### config.mk
export PLATFORM = sky130hd
export DESIGN_NAME = ezusb_tx_arbiter_flat
export DESIGN_NICKNAME = d
export VERILOG_FILES = /design/src/rtl/ezusb_tx_arbiter_pkg.sv /design/src/rtl/ezusb_tx_arbiter_if.sv /design/src/rtl/ezusb_tx_arbiter_rr_select.sv /design/src/rtl/ezusb_tx_arbiter.sv /design/src/flat_wrapper.sv
export SDC_FILE = /design/constraint.sdc
export NUM_CORES = 1
export LEC_CHECK = 0
export CAP_MARGIN = 10
export CORE_MARGIN = 1.5
export CORE_UTILIZATION = 47
export CTS_BUF_LIST = sky130_fd_sc_hd__clkbuf_8
export DETAILED_ROUTE_END_ITERATION = 6
export PLACE_DENSITY = 0.83
export SYNTH_ARGS = -nofsm -noshare
export SYNTH_HDL_FRONTEND = slang
export SYNTH_SLANG_ARGS = --single-unit
### constraint.sdc
create_clock -name ifclk -period 3.65 [get_ports ifclk]
set_input_delay 0.5475 -clock ifclk [delete_from_list [all_inputs] [get_ports ifclk]]
set_output_delay 0.5475 -clock ifclk [all_outputs]
set_load 0.005 [all_outputs]
### src/rtl/ezusb_tx_arbiter_pkg.sv
// Shared types and framing constants for the EZ-USB transmit arbiter.
package ezusb_pkg;

  typedef enum logic [1:0] {
    IDLE,
    HEADER,
    DATA,
    TRAILER
  } arb_state_e;

  localparam logic [3:0] HDR_TAG    = 4'hC;
  localparam logic [3:0] TRL_TAG    = 4'hE;
  localparam logic [3:0] TRL_TO_TAG = 4'hF;

  function automatic logic [15:0] frame_word(input logic [3:0] tag,
                                             input logic [3:0] ch,
                                             input logic [7:0] field);
    return {tag, ch, field};
  endfunction

endpackage

### src/rtl/ezusb_tx_arbiter_if.sv
// Requester and slave-FIFO word-stream signals shared by the arbiter and its environment.
interface ezusb_tx_arbiter_if #(
  parameter int unsigned NCH = 4
);
  logic [NCH*16-1:0] req_data;
  logic [NCH-1:0]    req_valid;
  logic [NCH-1:0]    req_last;
  logic [NCH-1:0]    req_ready;
  logic [15:0]       DI;
  logic              DI_valid;
  logic              DI_ready;
  logic              DI_enable;

  modport master (
    output req_data, req_valid, req_last, DI_ready,
    input  req_ready, DI, DI_valid, DI_enable
  );

  modport slave (
    input  req_data, req_valid, req_last, DI_ready,
    output req_ready, DI, DI_valid, DI_enable
  );
endinterface

### src/rtl/ezusb_tx_arbiter_rr_select.sv
// Combinational round-robin picker: first set request after ptr, wrapping modulo NCH.
module rr_select #(
  parameter int unsigned NCH = 4
) (
  input  logic [NCH-1:0] req,
  input  logic [3:0]     ptr,
  output logic [3:0]     idx,
  output logic           any
);
  localparam int unsigned IW = (NCH > 1) ? $clog2(NCH) : 1;

  logic [4:0] cand;

  always_comb begin
    idx  = '0;
    any  = 1'b0;
    cand = '0;
    for (int unsigned i = 1; i <= NCH; i++) begin
      cand = {1'b0, ptr} + 5'(i);
      if (cand >= 5'(NCH)) cand = cand - 5'(NCH);
      if (!any && req[cand[IW-1:0]]) begin
        idx = cand[3:0];
        any = 1'b1;
      end
    end
  end

endmodule

### src/rtl/ezusb_tx_arbiter.sv
// Round-robin arbiter framing per-channel bursts (header, data, trailer) onto the EZ-USB DI stream.
// Optional stall timeout enabled by defining EZUSB_TX_ARB_TIMEOUT_EN.
module ezusb_tx_arbiter
  import ezusb_pkg::*;
#(
  parameter int unsigned NCH          = 4,
  parameter int unsigned BURST_WORDS  = 256,
  parameter int unsigned IDLE_TIMEOUT = 1024
) (
  input  logic               ifclk,
  input  logic               reset_n,
  ezusb_tx_arbiter_if.slave  bus,
  output logic [3:0]         grant_ch,
  output logic               busy
);

  if (NCH < 1 || NCH > 16 || BURST_WORDS < 1 || BURST_WORDS > 256 || IDLE_TIMEOUT < 1) begin : g_bad_cfg
    $error("ezusb_tx_arbiter: parameter out of range");
  end

  arb_state_e     state_q, state_d;
  logic [3:0]     grant_ch_q, grant_ch_d;
  logic [7:0]     seq_q, seq_d;
  logic [8:0]     wcnt_q, wcnt_d;
  logic           di_enable_q, di_enable_d;
  logic [15:0]    di;
  logic           di_valid;
  logic [NCH-1:0] req_ready;
  logic [15:0]    ch_data;
  logic           ch_valid;
  logic           ch_last;
  logic [3:0]     sel_idx;
  logic           sel_any;
  logic           xfer;
  logic [3:0]     trl_tag;
  logic [7:0]     cnt_field;
`ifdef EZUSB_TX_ARB_TIMEOUT_EN
  logic [15:0]    stall_q, stall_d;
  logic           timed_out_q, timed_out_d;
`endif

  rr_select #(.NCH(NCH)) u_rr (
    .req (bus.req_valid),
    .ptr (grant_ch_q),
    .idx (sel_idx),
    .any (sel_any)
  );

  always_comb begin
    ch_data  = '0;
    ch_valid = 1'b0;
    ch_last  = 1'b0;
    for (int unsigned c = 0; c < NCH; c++) begin
      if (grant_ch_q == 4'(c)) begin
        ch_data  = bus.req_data[16*c +: 16];
        ch_valid = bus.req_valid[c];
        ch_last  = bus.req_last[c];
      end
    end
  end

  always_comb begin
    state_d     = state_q;
    grant_ch_d  = grant_ch_q;
    seq_d       = seq_q;
    wcnt_d      = wcnt_q;
    di_enable_d = (state_q != IDLE) || (|bus.req_valid);
    di          = '0;
    di_valid    = 1'b0;
    req_ready   = '0;
    xfer        = 1'b0;
    trl_tag     = TRL_TAG;
    // Wraps to 8'hFF when no data word was sent (timeout before first word).
    cnt_field   = 8'(wcnt_q - 9'd1);
`ifdef EZUSB_TX_ARB_TIMEOUT_EN
    stall_d     = stall_q;
    timed_out_d = timed_out_q;
    if (timed_out_q) trl_tag = TRL_TO_TAG;
`endif
    case (state_q)
      IDLE: begin
        if (sel_any) begin
          grant_ch_d = sel_idx;
          wcnt_d     = '0;
          state_d    = HEADER;
`ifdef EZUSB_TX_ARB_TIMEOUT_EN
          timed_out_d = 1'b0;
`endif
        end
      end
      HEADER: begin
        di       = frame_word(HDR_TAG, grant_ch_q, seq_q);
        di_valid = 1'b1;
        if (bus.DI_ready) begin
          seq_d   = seq_q + 8'd1;
          state_d = DATA;
`ifdef EZUSB_TX_ARB_TIMEOUT_EN
          stall_d = '0;
`endif
        end
      end
      DATA: begin
        di       = ch_data;
        di_valid = ch_valid;
        for (int unsigned c = 0; c < NCH; c++) begin
          req_ready[c] = (grant_ch_q == 4'(c)) && bus.DI_ready;
        end
        xfer = ch_valid && bus.DI_ready;
        if (xfer) begin
          wcnt_d = wcnt_q + 9'd1;
          if (ch_last || (wcnt_q + 9'd1 == 9'(BURST_WORDS))) state_d = TRAILER;
        end
`ifdef EZUSB_TX_ARB_TIMEOUT_EN
        if (xfer) begin
          stall_d = '0;
        end else if (!ch_valid) begin
          if (stall_q + 16'd1 == 16'(IDLE_TIMEOUT)) begin
            stall_d     = '0;
            timed_out_d = 1'b1;
            state_d     = TRAILER;
          end else begin
            stall_d = stall_q + 16'd1;
          end
        end
`endif
      end
      TRAILER: begin
        di       = frame_word(trl_tag, grant_ch_q, cnt_field);
        di_valid = 1'b1;
        if (bus.DI_ready) state_d = IDLE;
      end
      default: state_d = IDLE;
    endcase
  end

  always_ff @(posedge ifclk) begin
    if (!reset_n) begin
      state_q     <= IDLE;
      grant_ch_q  <= 4'(NCH - 1);
      seq_q       <= '0;
      wcnt_q      <= '0;
      di_enable_q <= 1'b0;
`ifdef EZUSB_TX_ARB_TIMEOUT_EN
      stall_q     <= '0;
      timed_out_q <= 1'b0;
`endif
    end else begin
      state_q     <= state_d;
      grant_ch_q  <= grant_ch_d;
      seq_q       <= seq_d;
      wcnt_q      <= wcnt_d;
      di_enable_q <= di_enable_d;
`ifdef EZUSB_TX_ARB_TIMEOUT_EN
      stall_q     <= stall_d;
      timed_out_q <= timed_out_d;
`endif
    end
  end

  assign bus.DI        = di;
  assign bus.DI_valid  = di_valid;
  assign bus.req_ready = req_ready;
  assign bus.DI_enable = di_enable_q;
  assign grant_ch      = grant_ch_q;
  assign busy          = (state_q != ezusb_pkg::IDLE);

endmodule

### src/flat_wrapper.sv
// flat-port wrapper written by rule: the top's interface ports become plain ports
module ezusb_tx_arbiter_flat import ezusb_pkg::*;
#(
  parameter int unsigned NCH          = 4,
  parameter int unsigned BURST_WORDS  = 256,
  parameter int unsigned IDLE_TIMEOUT = 1024
)
  (ifclk, reset_n, grant_ch, busy, bus_req_data, bus_req_valid, bus_req_last, bus_DI_ready, bus_req_ready, bus_DI, bus_DI_valid, bus_DI_enable);
  ezusb_tx_arbiter_if #(.NCH(NCH)) bus_i ();
  input  logic ifclk;
  input  logic reset_n;
  output logic [3:0] grant_ch;
  output logic busy;
  input wire logic [$bits(bus_i.req_data)-1:0] bus_req_data;
  input wire logic [$bits(bus_i.req_valid)-1:0] bus_req_valid;
  input wire logic [$bits(bus_i.req_last)-1:0] bus_req_last;
  input wire logic [$bits(bus_i.DI_ready)-1:0] bus_DI_ready;
  output wire logic [$bits(bus_i.req_ready)-1:0] bus_req_ready;
  output wire logic [$bits(bus_i.DI)-1:0] bus_DI;
  output wire logic [$bits(bus_i.DI_valid)-1:0] bus_DI_valid;
  output wire logic [$bits(bus_i.DI_enable)-1:0] bus_DI_enable;
  assign bus_i.req_data = bus_req_data;
  assign bus_i.req_valid = bus_req_valid;
  assign bus_i.req_last = bus_req_last;
  assign bus_i.DI_ready = bus_DI_ready;
  assign bus_req_ready = bus_i.req_ready;
  assign bus_DI = bus_i.DI;
  assign bus_DI_valid = bus_i.DI_valid;
  assign bus_DI_enable = bus_i.DI_enable;
  ezusb_tx_arbiter #(.NCH(NCH), .BURST_WORDS(BURST_WORDS), .IDLE_TIMEOUT(IDLE_TIMEOUT)) u_core (.ifclk(ifclk), .reset_n(reset_n), .bus(bus_i), .grant_ch(grant_ch), .busy(busy));
endmodule
=== Word level (Yosys, flattened, before mapping) ===
Cells that the tools add are included.

* Add/sub/neg operators: 11
* $lt $le $gt $ge: 8
* Equal/unequal tests: 12
* Muxes and demuxes: 44
* Reductions and logical operators: 23

{| class="wikitable"
|+ Operator list
! cell !! number
|-
| 16-bit 2-to-1 mux || 4
|-
| 16-bit case mux with 3 select lines || 1
|-
| 4-bit 2-to-1 mux || 9
|-
| 5-bit by 3-bit >= comparator with 1-bit output (second input constant) || 4
|-
| 9-bit 2-to-1 mux || 2
|-
| 9-bit case mux with 2 select lines || 1
|-
| 1-bit 2-to-1 mux || 16
|-
| 4-bit by 3-bit subtractor with 4-bit output (second input constant) || 4
|-
| 2-bit by 3-bit less-than comparator with 1-bit output (second input constant) || 4
|-
| 4-bit by 2-bit adder with 5-bit output (second input constant) || 2
|-
| 2-bit 2-to-1 mux || 5
|-
| 9-bit by 1-bit adder with 9-bit output (second input constant) || 1
|-
| 9-bit == test (second input constant) || 1
|-
| 8-bit by 1-bit adder with 8-bit output (second input constant) || 1
|-
| 1-bit binary-select mux with 2-bit select || 4
|-
| 4-bit by 2-bit == test with 1-bit output (second input constant) || 2
|-
| 1-bit logical AND || 8
|-
| 2-bit case mux with 4 select lines || 1
|-
| 8-bit by 1-bit subtractor with 8-bit output (second input constant) || 1
|-
| 2-bit by 1-bit != test with 1-bit output (second input constant) || 3
|-
| 4-bit by 1-bit adder with 5-bit output (second input constant) || 1
|-
| 4-bit by 3-bit adder with 5-bit output (second input constant) || 1
|-
| 5-bit AND reduction || 1
|-
| 2-bit == test (second input constant) || 2
|-
| 13 further kinds || 19
|}

* Bits in registers: 24
* Input port bits: 75
* Output and inout port bits: 27
* Word-level logic and storage cells: 103

=== Logic depth before layout (Yosys ltp) ===
* Depth in word-level cells: 17
* Gate-level depth with buffers: 11
* Depth with buffers taken out: 10

=== By module ===
A second synthesis with hierarchy kept.

* Cell total of the unflattened synthesis: 381
* Area, all modules: 2,931.6 µm²

{| class="wikitable"
|+ By module, submodules not included
! module !! instances !! cells each !! area an instance (µm²) !! sequential area each (µm²)
|-
| ezusb_tx_arbiter || 1 || 304 || 2,283.4 || 480.5
|-
| rr_select || 1 || 77 || 648.1 || 0.0
|}

=== Least setup slack after synthesis ===
Ideal clock, no wire load.

* Kind: register to output
* Start point: register u_core.grant_ch_q[2], in the netlist u_core.grant_ch[2]
* End point: output bus_DI[4]
* Arrival: 2,261 ps
* Required time: 3,102 ps
* Setup slack: 842 ps
* Stages on the path, launching flop included: 11
* Buffers on the path: 3
* Path through: dfxtp_1 -> clkbuf_1 -> inv_1 -> ha_1 -> and2_1 -> clkbuf_1 -> clkbuf_1 -> a221oi_1 -> o31ai_1 -> a222oi_1 -> nor2_1

* Longest elaborated chain between the ends: 6
* Elaborated cells on any way between the ends: 9
* Those cells by class: eq/ne: 3; mux: 5; reduce/logical: 1

{| class="wikitable"
|+ RTL lines
! item !! RTL line !! source
|-
| from (decl) || ezusb_tx_arbiter.sv:22 || <nowiki>logic [3:0] grant_ch_q, grant_ch_d;</nowiki>
|-
| from (signal assigned) || ezusb_tx_arbiter.sv:139 || <nowiki>grant_ch_q <= 4'(NCH - 1);</nowiki>
|-
| from (signal assigned) || ezusb_tx_arbiter.sv:149 || <nowiki>grant_ch_q <= grant_ch_d;</nowiki>
|-
| 4-bit zero test || ezusb_tx_arbiter.sv:54 || <nowiki>if (grant_ch_q == 4'(c)) begin</nowiki>
|-
| 16-bit 2-to-1 mux (3 in a row) || ezusb_tx_arbiter.sv:54 ||
|-
| 16-bit 2-to-1 mux * || ezusb_tx_arbiter.sv:54 ||
|-
| 16-bit case mux with 3 select lines * || ezusb_tx_arbiter.sv:80 || <nowiki>case (state_q)</nowiki>
|-
| to (decl) || flat_wrapper.sv:19 || <nowiki>output wire logic [$bits(bus_i.DI)-1:0] bus_DI;</nowiki>
|}

Mark *: on every way between the ends. The rest lies on a longest branch, timed or not.

=== Worst setup path in the final report ===
* Start point: register u_core.grant_ch_q[1], in the netlist u_core.grant_ch[1]
* End point: output bus_DI[0]

Same word-level chain as after synthesis.

==> impl_metrics.prom <==
# TYPE chip_impl_metric gauge
chip_impl_info{name="status",value="complete, no violations"} 1
chip_impl_metric{name="die_x",unit="um"} 80.9
chip_impl_metric{name="place.detailed.hpwl",unit="um"} 6560
chip_impl_metric{name="yosys.cell_types.count",unit=""} 54
chip_impl_metric{name="required_time_of_the_worst_setup_path",unit="ns"} 3.10
chip_impl_metric{name="coreArea",unit="sq um"} 5890
chip_impl_metric{name="regArea",unit="sq um"} 482
chip_impl_info{name="holdPathEnd",value="u_core.state_q[0]"} 1
chip_impl_metric{name="remaining_max_slew_budget_at_the_tightest_pin",unit="%"} 46.2
chip_impl_info{name="cts_tree",value="built"} 1
chip_impl_metric{name="crit_path_max_fanout",unit=""} 17
chip_impl_metric{name="fillerInstances",unit=""} 521
chip_impl_info{name="critical_path.endpoint_type",value="output port"} 1
chip_impl_metric{name="layout_area_growth_over_synthesis",unit="%"} 37.2
chip_impl_metric{name="clkSlewWorstSetupHoldPaths",unit="ns"} 0.09
chip_impl_metric{name="cts-htree-levels",unit=""} 1
chip_impl_metric{name="drt_pre_antenna_iters",unit=""} 7
chip_impl_metric{name="final_cell_count_no_fill",unit=""} 545
chip_impl_metric{name="grt_pass1_vias",unit=""} 2874
chip_impl_metric{name="fin_nets",unit=""} 570
chip_impl_info{name="ys_top_cells_by_area",value="dfxtp_1 (17%), ha_1 (11%), nand2_1 (6.7%)"} 1
chip_impl_metric{name="drc_violations_left",unit=""} 0
chip_impl_info{name="hp-start",value="u_core.state_q[0]"} 1
chip_impl_metric{name="synthAdderAreaFrac",unit="%"} 10.5
chip_impl_metric{name="worst-slew-pin-transition",unit="ns"} 0.805
chip_impl_metric{name="io_pins",unit=""} 102
chip_impl_metric{name="power.static_leakage",unit="uW"} 0.00154
chip_impl_metric{name="reg2reg_depth",unit=""} 8
chip_impl_metric{name="post_dp_cell_area",unit="sq um"} 3850
chip_impl_metric{name="timing.final.hold_violations",unit=""} 0
chip_impl_metric{name="cts_sinks",unit=""} 24
chip_impl_metric{name="final_layout_size_suffix_gt1_share",unit="%"} 6.17
chip_impl_info{name="critical_r2r_launch",value="u_core.grant_ch[3]"} 1
chip_impl_info{name="netlist_top_cells_count",value="nand2_1 (51), nor2_1 (51), dfxtp_1 (24), ha_1 (24), clkbuf_1 (21)"} 1
chip_impl_metric{name="latest_clock_arrival_within_the_worst_skew_pair",unit="ns"} 0.27
chip_impl_metric{name="detailed_routed_wire_length_on_met2",unit="um"} 3850
chip_impl_metric{name="global_route.overflow_total",unit=""} 0
chip_impl_metric{name="min_delay_path_depth",unit=""} 2
chip_impl_metric{name="detail_route.wl_per_cell",unit="um"} 15.4
chip_impl_metric{name="power.ir.vdd_worst",unit="V"} 0.000272
chip_impl_metric{name="initial_utilization",unit="%"} 48.4
chip_impl_metric{name="yosys.area_share.simple",unit="%"} 29.2
chip_impl_metric{name="gp_congestion",unit=""} 0.914
chip_impl_info{name="setup.worst_path.class",value="flop to output port"} 1
chip_impl_metric{name="synth_seq_area_share",unit="%"} 16.9
chip_impl_info{name="top_layer",value="met4"} 1
chip_impl_metric{name="dr_wl_met3",unit="um"} 718
chip_impl_metric{name="final.period_utilization",unit="%"} 93.9
chip_impl_info{name="grt_setup_unrepaired",value="false"} 1
chip_impl_metric{name="period_minus_slack",unit="ns"} 3.43
chip_impl_metric{name="report.final.setup_viol",unit=""} 0
chip_impl_metric{name="cell_rows",unit=""} 28
chip_impl_info{name="ys.flop_type",value="dfxtp_1"} 1
chip_impl_metric{name="finalSetupTns",unit="ns"} 0
chip_impl_metric{name="slew_violations",unit=""} 0
chip_impl_info{name="cts_root_buf",value="clkbuf_8"} 1
chip_impl_info{name="startpoint_type",value="flop"} 1
chip_impl_metric{name="antenna_left",unit=""} 0
chip_impl_metric{name="grt_antenna_before_repair",unit=""} 0
chip_impl_metric{name="die-height",unit="um"} 80.9
chip_impl_metric{name="skew",unit="ns"} 0.00275
chip_impl_metric{name="dp_cells",unit=""} 541
chip_impl_metric{name="synth_largest_type_area_fraction",unit="%"} 16.9
chip_impl_metric{name="grt_pass1_wl",unit="um"} 13100
chip_impl_metric{name="syn_area",unit="sq um"} 2850
chip_impl_metric{name="synth_compound_gate_area_share",unit="%"} 23.7
chip_impl_metric{name="postSynthRegisterBits",unit=""} 24
chip_impl_metric{name="global_route.usage.total",unit="%"} 25.2
chip_impl_metric{name="synth-edff-count",unit=""} 0
chip_impl_metric{name="routed-via-count",unit=""} 3228
chip_impl_metric{name="syn_avg_cell_area",unit="sq um"} 7.31
chip_impl_metric{name="async_flop_share",unit="%"} 0
chip_impl_metric{name="cts_setup_buffers",unit=""} 0
chip_impl_metric{name="max_freq",unit="GHz"} 0.292
chip_impl_metric{name="cts_max_path_buffers",unit=""} 2
chip_impl_metric{name="routed_via_density",unit=""} 5.92
chip_impl_metric{name="num_antenna_cells",unit=""} 0
chip_impl_metric{name="wl",unit="um"} 8370
chip_impl_metric{name="m1WireLength",unit="um"} 3630
chip_impl_metric{name="io_buffers",unit=""} 101
chip_impl_metric{name="worstPathArrival",unit="ns"} 2.88
chip_impl_metric{name="syn-instance-count",unit=""} 390
chip_impl_metric{name="grt_max_degree",unit=""} 26
chip_impl_metric{name="cts_repair_resize_count",unit=""} 0
chip_impl_info{name="combinational_family_with_the_most_area_after_synthesis",value="simple AND/OR/NAND/NOR gates"} 1
chip_impl_metric{name="synth_xor_xnor_area_share",unit="%"} 7.07
chip_impl_info{name="r2r_end",value="u_core.wcnt_q[4]"} 1
chip_impl_metric{name="fin_area",unit="sq um"} 3910
chip_impl_metric{name="numCtsBuffers",unit=""} 3
chip_impl_metric{name="hold_ws",unit="ns"} 0.531
chip_impl_info{name="synth_top_area_cell",value="dfxtp_1"} 1
chip_impl_metric{name="synthesis.yosys.warnings",unit=""} 0
chip_impl_metric{name="number_of_drc_markers_after_the_initial_detailed_route_iteration",unit=""} 221
chip_impl_metric{name="mappedNetlistNets",unit=""} 489
chip_impl_metric{name="rrSetupSlack",unit="ns"} 0.89
chip_impl_info{name="worstHoldPathType",value="flop to flop"} 1
chip_impl_metric{name="die-area",unit="sq um"} 6540
chip_impl_metric{name="synth.mux.area_fraction",unit="%"} 5.62
chip_impl_metric{name="count_of_maximum_capacitance_violations",unit=""} 0
chip_impl_metric{name="multi_input_combinational_cell_area",unit="sq um"} 2180
chip_impl_metric{name="cts_hold_buffers",unit=""} 0
chip_impl_metric{name="totalPowerFinal",unit="uW"} 2130
chip_impl_metric{name="powerDensity",unit="nW/um^2"} 545
## worst max-delay path, cell delays in order, from the launching register on
cell	delay, ns
dfxtp_1	0.37
inv_1	0.19
ha_1	0.34
and2_2	0.39
a221oi_1	0.15
o31ai_1	0.36
a222oi_1	0.15
nor2_1	0.14
clkdlybuf4s50_1	0.52
## state kept, by name, indices dropped and copies added, names as in the netlist
signal                flops
u_core.wcnt_q             9
u_core.grant_ch           4
u_core.seq_q              8
u_core.bus.DI_enable      1
u_core.state_q            2
## placed cells by master, fill, tap and decap left out, types with 13 or more instances in the layout
master,count
clkdlybuf4s50_1,101
nor2_1,51
xnor2_1,13
nor3_1,16
dfxtp_1,23
inv_1,15
a221oi_1,18
nand2_1,50
ha_1,24
a21oi_1,17
## report_power, final
group | internal, uW | total (uW) | switching, uW
Sequential | 295 | 338 | 43.0
Clock | 96.4 | 184 | 87.2
Combinational | 712 | 1610 | 898
## metrics by stage
step / setup slack [ns] / util (%)
after floorplan: 0.842 / -
after global placement: 0.441 / 65.4
after detailed placement: 0.392 / 65.4
after CTS: 0.0842 / 66.3
after global routing: 0.0609 / 66.5
final: 0.222 / 66.5
## logic make-up after synthesis
group                    Yosys count
AND/OR/NAND/NOR                  170
buffers and inverters             45
multiplexers                      12
XOR/XNOR                          23
AO/OA/AOI/OAI                     92
adder cells (fa/ha/maj)           24
flip-flops                        24
## metal layers
metal	global-route usage [%]	vias up
met5	0	-
met4	8.45	0
met3	4.04	20
met2	40.8	175
met1	34.0	1470
li1	-	1563
## layout make-up
cell class / instances / area share [%]
timing repair buffer: 106 / 26.8
multi-input combinational: 321 / 55.6
clock buffer: 4 / 1.41
sequential: 24 / 12.3
tap: 75 / 2.40
inverter: 15 / 1.44
## worst max-delay path by stage
stage                        from  depth (start not counted)         end  slack (ns)
2_1_floorplan  u_core.grant_ch[2]                         10   bus_DI[4]        0.84
3_3_place_gp   u_core.grant_ch[0]                          6  bus_DI[10]        0.44
3_5_place_dp   u_core.grant_ch[0]                          8   bus_DI[0]        0.39
4_1_cts        u_core.grant_ch[0]                          8  bus_DI[15]        0.08
5_1_grt        u_core.grant_ch[1]                          8   bus_DI[0]        0.06
6_report       u_core.grant_ch[1]                          8   bus_DI[0]        0.22
Power figures use the tool's default switching activity.
